### src/rtl/mandel_fb_writer.sv
// Mandelbrot frame-buffer writer.
// Walks the frame in raster order and iterates z = z^2 + c in Q4.12 fixed point,
// one iteration per clock. Each escape count is written once to BRAM port A.
// c_re/c_im are stepped by accumulation, and the pixel address is stepped by
// increment, so the only multipliers are the three z products.
module mandel_fb_writer #(
  parameter int          WIDTH    = 7,
  parameter int          MAX_ITER = 127,
  parameter int          H_RES    = 640,
  parameter int          V_RES    = 480,
  parameter int          FRAC     = 12,
  parameter logic [15:0] X_MIN    = 16'hE000,
  parameter logic [15:0] Y_MAX    = 16'h1333,
  parameter logic [15:0] STEP     = 16'h0014
) (
  input  logic             CLK_100MHz,
  input  logic             reset_n,
  input  logic             start,
  output logic             busy,
  output logic             done,
  output logic             wea,
  output logic [18:0]      addra,
  output logic [WIDTH-1:0] dina
);

  localparam logic [18:0]      LAST_ADDR = 19'(H_RES * V_RES - 1);
  localparam logic [9:0]       X_LAST    = 10'(H_RES - 1);
  localparam logic [WIDTH-1:0] ITER_CAP  = WIDTH'(MAX_ITER);
  // Escape radius 2 means |z|^2 > 4, scaled by 2*FRAC fractional bits.
  localparam logic [32:0]      ESC_LIMIT = 33'd4 << (2 * FRAC);

  typedef enum logic [2:0] {
    IDLE   = 3'd0,
    INIT   = 3'd1,
    ITER   = 3'd2,
    WRITE  = 3'd3,
    DONE_S = 3'd4
  } state_t;

  state_t             state;
  logic signed [15:0] zr;
  logic signed [15:0] zi;
  logic signed [15:0] c_re;
  logic signed [15:0] c_im;
  logic [WIDTH-1:0]   iter;
  logic [9:0]         x;
  logic [8:0]         y;

  // Full-precision products. The squared magnitude is kept at 33 bits, so the
  // escape test is exact even when the wrapped z values become large.
  logic signed [31:0] zr_sq;
  logic signed [31:0] zi_sq;
  logic signed [31:0] zr_zi;
  logic [32:0]        mag;
  logic signed [32:0] re_full;
  logic signed [32:0] im_full;
  logic signed [32:0] re_sh;
  logic signed [32:0] im_sh;
  logic signed [15:0] zr_next;
  logic signed [15:0] zi_next;
  logic               escape;

  assign zr_sq   = zr * zr;
  assign zi_sq   = zi * zi;
  assign zr_zi   = zr * zi;
  assign mag     = {1'b0, zr_sq} + {1'b0, zi_sq};
  assign re_full = {zr_sq[31], zr_sq} - {zi_sq[31], zi_sq};
  assign im_full = {zr_zi, 1'b0};
  assign re_sh   = re_full >>> FRAC;
  assign im_sh   = im_full >>> FRAC;
  assign zr_next = re_sh[15:0] + c_re;
  assign zi_next = im_sh[15:0] + c_im;
  assign escape  = (mag > ESC_LIMIT) || (iter == ITER_CAP);

  // Frame sequencer: pixel walk, per-pixel iteration and registered BRAM write port.
  always_ff @(posedge CLK_100MHz or negedge reset_n) begin
    if (!reset_n) begin
      state <= IDLE;
      busy  <= 1'b0;
      done  <= 1'b0;
      wea   <= 1'b0;
      addra <= 19'd0;
      dina  <= '0;
      zr    <= 16'sd0;
      zi    <= 16'sd0;
      c_re  <= X_MIN;
      c_im  <= Y_MAX;
      iter  <= '0;
      x     <= 10'd0;
      y     <= 9'd0;
    end else begin
      case (state)
        IDLE: begin
          wea  <= 1'b0;
          done <= 1'b0;
          if (start) begin
            state <= INIT;
            busy  <= 1'b1;
            addra <= 19'd0;
            x     <= 10'd0;
            y     <= 9'd0;
            c_re  <= X_MIN;
            c_im  <= Y_MAX;
          end else begin
            state <= IDLE;
          end
        end
        INIT: begin
          zr    <= 16'sd0;
          zi    <= 16'sd0;
          iter  <= '0;
          state <= ITER;
        end
        ITER: begin
          if (escape) begin
            wea   <= 1'b1;
            dina  <= iter;
            state <= WRITE;
          end else begin
            zr   <= zr_next;
            zi   <= zi_next;
            iter <= iter + 1'b1;
          end
        end
        WRITE: begin
          wea <= 1'b0;
          if (addra == LAST_ADDR) begin
            state <= DONE_S;
            busy  <= 1'b0;
            done  <= 1'b1;
          end else begin
            state <= INIT;
            addra <= addra + 19'd1;
            if (x == X_LAST) begin
              x    <= 10'd0;
              c_re <= X_MIN;
              y    <= y + 9'd1;
              c_im <= c_im - STEP;
            end else begin
              x    <= x + 10'd1;
              c_re <= c_re + STEP;
            end
          end
        end
        DONE_S: begin
          done  <= 1'b0;
          state <= IDLE;
        end
        default: begin
          state <= IDLE;
          busy  <= 1'b0;
          done  <= 1'b0;
          wea   <= 1'b0;
        end
      endcase
    end
  end

endmodule

### config.mk
export PLATFORM = sky130hd
export DESIGN_NAME = mandel_fb_writer
export DESIGN_NICKNAME = d
export VERILOG_FILES = /design/src/rtl/mandel_fb_writer.sv
export SDC_FILE = /design/constraint.sdc
export NUM_CORES = 2
export LEC_CHECK = 0
export ABC_AREA = 1
export BUFFER_PORTS_ARGS = -buffer_cell sky130_fd_sc_hd__buf_2
export CAP_MARGIN = 5
export CELL_PAD_IN_SITES_DETAIL_PLACEMENT = 1
export CELL_PAD_IN_SITES_GLOBAL_PLACEMENT = 1
export CORE_MARGIN = 8
export CORE_UTILIZATION = 51
export CTS_CLUSTER_DIAMETER = 200
export DETAILED_ROUTE_END_ITERATION = 8
export PLACE_DENSITY = 0.82
export RECOVER_POWER = 50
export SLEW_MARGIN = 40
export SYNTH_ARGS = -nofsm -noshare
export SYNTH_HDL_FRONTEND = slang
export SYNTH_SLANG_ARGS = --single-unit
### constraint.sdc
create_clock -name CLK_100MHz -period 10.4 [get_ports CLK_100MHz]
set_clock_uncertainty 0.2 [all_clocks]
set_input_delay 1.04 -clock CLK_100MHz [delete_from_list [all_inputs] [get_ports CLK_100MHz]]
set_output_delay 1.04 -clock CLK_100MHz [all_outputs]
set_load 0.1 [all_outputs]
* Word level (Yosys, flattened, before mapping)
Cells that the tools add are included.
** Cells by class
- $mul :: 3
- Bitwise logic cells :: 3
- Equality and inequality tests :: 13
- Reductions and logical operators :: 14
- Multiplexer cells :: 32
- Add/subtract/negate cells :: 9
- Magnitude comparators :: 1
** Operators by type and width (count)
- 2-to-1 mux 16 bit :: 8
- case mux 16 bit (2 select lines) :: 4
- multiplier 16 x 16 -> 32 bit :: 2
- 2-to-1 mux 19 bit :: 2
- case mux 19 bit (2 select lines) :: 1
- adder 32 x 32 -> 33 bit :: 1
- > comparator 33 x 27 -> 1 bit, second input constant :: 1
- adder 16 bit :: 2
- 2-to-1 mux 10 bit :: 3
- subtractor 28 bit :: 1
- multiplier 16 x 16 -> 27 bit :: 1
- case mux 10 bit (2 select lines) :: 1
- adder 19 x 1 -> 19 bit, second input constant :: 1
- equality test 19 bit, second input constant :: 1
- adder 16 x 5 -> 16 bit, second input constant :: 1
- subtractor 16 x 5 -> 16 bit, second input constant :: 1
- case mux 7 bit (2 select lines) :: 1
- inequality test 2 bit, second input constant :: 6
- case mux 3 bit (4 select lines) :: 1
- adder 10 x 1 -> 10 bit, second input constant :: 1
- equality test 10 bit, second input constant :: 1
- AND reduction 2 bit :: 4
- adder 7 x 1 -> 7 bit, second input constant :: 1
- equality test 7 bit, second input constant :: 1
- other kinds (16) :: 28
** Word-level totals
- Output and inout bits :: 29
- Logic and storage cells :: 87
- Register bits after elaboration :: 113
- Bits of input ports :: 3

* Logic depth before layout (Yosys ltp)
- Word-level depth :: 6
- Depth in mapped cells :: 50
- Mapped depth without buffers :: 48

* Worst setup path after synthesis
Ideal clock, no wire load.
- Path kind :: reg2reg
- Start :: register zi[1]
- End :: register zr[13]
- Cell stages (with the launch flop) :: 43
- Slack :: 2.045 ns
- Arrival time :: 8.038 ns
- Period minus slack after synthesis :: 8.355 ns
- Library setup time :: 0.117 ns
- Cell sequence :: dfrtp_1 > clkbuf_1 > buf_1 > nand2_1 > fa_1 > fa_1 > fa_1 > inv_1 > fa_1 > fa_1 > inv_1 > fa_1 > inv_1 > ha_1 > nand2_1 > inv_1 > nand3_1 > nor4_1 > [7 not listed] > nor2_1 > and3_1 > nand3_1 > nand3_1 > xor2_1 > ha_1 > inv_1 > nor3_1 > inv_1 > nor2_1 > nor2_1 > nand2_1 > a21oi_1 > o21ai_0 > xor2_1 > nor2_1 > nand2_1 > nand2_1
** Between the ends
- Word-level cells in the longest chain between the ends :: 6
** Ends and longest elaborated chain
- start: declaration :: line 42 : logic signed [15:0] zi;
- start signal: assignment :: line 121 : zi <= zi_next;
- multiplier 16 x 16 -> 32 bit * :: line 64 : assign zi_sq = zi * zi;
- adder 32 x 32 -> 33 bit :: line 66 : assign mag = {1'b0, zr_sq} + {1'b0, zi_sq};
- > comparator 33 x 27 -> 1 bit :: line 73 : assign escape = (mag > ESC_LIMIT) || (iter == ITER_CAP);
- logical OR 1 bit :: line 73
- inequality test 2 bit (no source line)
- AND reduction 2 bit (no source line)
- end signal: assignment :: line 120 : zr <= zr_next;
- end: declaration :: line 41 : logic signed [15:0] zr;
Every way passes the cells marked *; elsewhere a longest branch is shown, timed or not. The select of a mux whose other input is x is not followed.
A chain may end at the register's enable or synchronous reset.

* Worst setup path in the final report
- Start :: register zi[4]
- End :: register zr[15]
The elaborated chain is that of the path after synthesis.

==> flow_summary.json <==
{
  "timing.critical_path.mode_cell": "sky130_fd_sc_hd__nand2_1",
  "switching_share": 0.6490,
  "dieArea_mm2": 0.08091,
  "crit_start": "zi[4]",
  "setup_tns_ps": 0,
  "gp_congestion": 0.9568,
  "ioPinCount": 32,
  "number_of_flops_mapped_to_enable_cells_by_yosys": 0,
  "cts_max_path_buffers": 2,
  "first_iter_violations": 1970,
  "final_max_slew_viol_count": 113,
  "worst-endpoint-required_ps": 10510,
  "rr_startpoint": "zi[4]",
  "nNetsFinal": 5810,
  "cts_post_setup_buffers_inserted": 0,
  "internal-power_w": 0.004263,
  "holdCritStartpoint": "x[9]",
  "grt_first_pass_wirelength_um": 190600,
  "synthToLayoutAreaGrowth_pct": 4.494,
  "drt_pre_antenna_iters": 5,
  "worst_pin_slew_ps": 3281,
  "timing.final.setup_violations": 0,
  "htreeDepth": 3,
  "cts.sinks": 110,
  "worstSetupEndpointType": "flip-flop",
  "synth_top_cell_by_area": "sky130_fd_sc_hd__fa_1",
  "grt_antenna_before_repair": 1,
  "tritoncts": "done",
  "postSynthNetCount": 5841,
  "port_buffers": 31,
  "kind_of_start_point_of_the_critical_path": "flip-flop",
  "critical-path-slowest-cell": "sky130_fd_sc_hd__dfrtp_1",
  "numCtsBuffers": 9,
  "ir_drop_uv": 401.6,
  "power_density_mw_per_mm2": 316.3,
  "drc_errors": 0,
  "detail-route-antenna-nets": 0,
  "worstSetupPathType": "reg2reg",
  "vias_in_the_first_global_route": 35120,
  "clock_insertion_delay_worst_skew_ps": 370,
  "cts_resized": 0,
  "yosysSeqAreaShare": 0.07520,
  "finalHoldWorstSlack_ps": 278.1,
  "layout.cells.most_common_list": "1,363 x sky130_fd_sc_hd__inv_1, 1,060 x sky130_fd_sc_hd__nand2_1, 694 x sky130_fd_sc_hd__fa_1, 338 x sky130_fd_sc_hd__ha_1, 217 x sky130_fd_sc_hd__nor2_1",
  "yosysWarnings": 0,
  "achievable_freq_ghz": 0.09968,
  "gr-usage-all-layers": 0.2954,
  "p_leak_nw": 21.94,
  "power.clock.fraction": 0.031,
  "finalCoreUtilization": 0.5382,
  "r2r.worst_path.cells": 41,
  "critPathMaxStageDelay_ps": 840,
  "final.period_utilization": 0.9646,
  "wl_um": 117700,
  "timing.reg2reg.setup_slack_ps": 370,
  "final_common_cell": "sky130_fd_sc_hd__inv_1",
  "syn-instance-count": 4805,
  "share_seq_of_total_power": 0.064,
  "start_util": 0.5150,
  "synth_async_sr_flop_share": 1.000,
  "synth-main-ff-cell": "sky130_fd_sc_hd__dfrtp_1",
  "root_buffer": "sky130_fd_sc_hd__clkbuf_16",
  "mappedNetlistArea_mm2": 0.03675,
  "die_width_um": 284.4,
  "synth.distinct_cells": 57,
  "die_y_um": 284.4,
  "ctsHoldBuffers": 0,
  "critical_path_end": "zr[15]",
  "outcome": "finished, violations left",
  "fp.coreArea_mm2": 0.07136,
  "wl_per_cell_um": 20.55,
  "finalHoldViolCount": 0,
  "power.combinational.fraction": 0.905,
  "rr_endpoint": "zr[15]",
  "final_layout_size_suffix_gt1_frac": 0.03683,
  "timing.max_slew.rel_slack": -1.187,
  "antenna_cells": 0,
  "max-cap-violations": 2,
  "violations": "max-capacitance violations, max-slew violations",
  "ys_top_cells_by_area": "sky130_fd_sc_hd__fa_1 38%, sky130_fd_sc_hd__inv_1 14%, sky130_fd_sc_hd__ha_1 12%",
  "yosys_register_bits": 110,
  "viasPerCell": 5.414,
  "timing.final.crit_period_ps": 10030,
  "dpl.hpwl_um": 100300,
  "globalRoute.totalOverflow": 0,
  "synth_top_cell_area_share": 0.3780,
  "netSwitchingPower_w": 0.007884,
  "hp-class": "reg2reg",
  "largest_fanout_on_the_critical_path": 15,
  "grt_max_degree": 57,
  "path_clk_slew_ps": 90,
  "dr_total_vias": 31020,
  "worst_ep_arrival_time_ps": 10140,
  "synth_area_per_cell_um2": 7.649,
  "core.rowCount": 98
}
[synth_stat cells, types with 3 or more instances]
cell,count
sky130_fd_sc_hd__xnor2_1,52
sky130_fd_sc_hd__nand3b_1,4
sky130_fd_sc_hd__o311ai_0,4
sky130_fd_sc_hd__clkinv_1,4
sky130_fd_sc_hd__nor4_1,10
sky130_fd_sc_hd__fa_1,694
sky130_fd_sc_hd__nor3_1,56
sky130_fd_sc_hd__a21o_1,18
sky130_fd_sc_hd__nand4_1,31
sky130_fd_sc_hd__ha_1,339
sky130_fd_sc_hd__buf_2,13
sky130_fd_sc_hd__nand2_1,1060
sky130_fd_sc_hd__o21bai_1,9
sky130_fd_sc_hd__nor2_1,217
sky130_fd_sc_hd__a221oi_1,3
sky130_fd_sc_hd__a21oi_1,193
sky130_fd_sc_hd__inv_2,10
sky130_fd_sc_hd__or2_2,11
sky130_fd_sc_hd__a211oi_1,11
sky130_fd_sc_hd__a31oi_1,15
sky130_fd_sc_hd__clkbuf_1,120
sky130_fd_sc_hd__o21ai_1,5
sky130_fd_sc_hd__and2_1,3
sky130_fd_sc_hd__o211ai_1,6
sky130_fd_sc_hd__and3_1,5
sky130_fd_sc_hd__nor3_2,4
sky130_fd_sc_hd__o31ai_1,4
sky130_fd_sc_hd__buf_1,11
sky130_fd_sc_hd__a31o_2,3
sky130_fd_sc_hd__buf_6,3
sky130_fd_sc_hd__dfrtp_1,101
sky130_fd_sc_hd__nand3_1,152
sky130_fd_sc_hd__inv_1,1363
sky130_fd_sc_hd__o2111ai_1,3
sky130_fd_sc_hd__o21ai_0,116
sky130_fd_sc_hd__o21a_1,6
sky130_fd_sc_hd__o221ai_1,4
sky130_fd_sc_hd__nor3b_1,4
sky130_fd_sc_hd__xor2_1,105
sky130_fd_sc_hd__dfstp_2,9
[power groups by stage]
stage | Sequential, W | Clock [W] | Combinational, W
3_3_place_gp | 0.000762 | 0 | 0.0104
2_1_floorplan | 0.000708 | 0 | 0.00714
6_report | 0.000777 | 0.000373 | 0.0110
3_5_place_dp | 0.000769 | 0 | 0.0107
5_1_grt | 0.000784 | 0.000387 | 0.0121
4_1_cts | 0.000762 | 0.000378 | 0.0108
[metal layers]
layer  wire [um]  vias to the layer above  part of all wire  global-route usage
met3        6463                      214             0.055             0.03622
met4        3911                        2             0.033             0.09465
met2       58020                      874              0.49              0.5097
met1       49300                    15910              0.42              0.3848
li1            -                    14020                 -                   -
met5          12                        -           0.00010                   0
[kinds of logic after synthesis]
kind of cell,count (synthesis),share of synthesized area
compound gates,413,0.06339
xor+xnor,157,0.03741
fa+ha+maj,1033,0.4934
buf+inv,1528,0.1574
flops,110,0.07520
other cells,1,0.0001020
simple gates,1563,0.1731
[cell type report]
| type | instances | area [um^2] |
|---|---|---|
| clock buffer | 9 | 225.2 |
| clock inverter | 7 | 77.57 |
| fill | 9122 | 32960 |
| inverter | 1377 | 5169 |
| multi-input combinational | 3167 | 28210 |
| sequential | 110 | 2784 |
| tap | 950 | 1189 |
| timing repair buffer | 109 | 749.5 |
[worst min-delay path by stage]
stage	end	slack, ps	cells after the start
after floorplan	x[9]	240	1
after global placement	dina[6]	250	2
after detailed placement	dina[6]	260	2
after CTS	x[9]	280	1
after global routing	x[9]	290	1
final	x[9]	280	1
[state kept, by name, summed over array words and instances (netlist names)]
name and cells:
addra 19, done 1, c_re 14, wea 1, iter 7, dina 7
c_im 15, x 10, state 3, zi 16, busy 1, zr 16
[worst max-delay path, delay by kind of cell (launching register included)]
kind / cells / cell delay (ps)
compound gates: 8 / 1730
xor+xnor: 4 / 690
fa+ha+maj: 9 / 4090
buf+inv: 9 / 1090
flops: 1 / 840
simple gates: 11 / 1250
[stage by stage]
step                      setup WS, ps  instances  total power, W  instance area, um^2
after floorplan                   2045       4805        0.007847                36750
after CTS                        176.2       5729         0.01194                38400
after global placement           336.7       5713         0.01119                38090
final                            367.9       5729         0.01215                38400
after detailed placement         264.1       5713         0.01144                38100
after global routing            -34.97       5729         0.01326                38400
(Power assumes the default switching activity.)
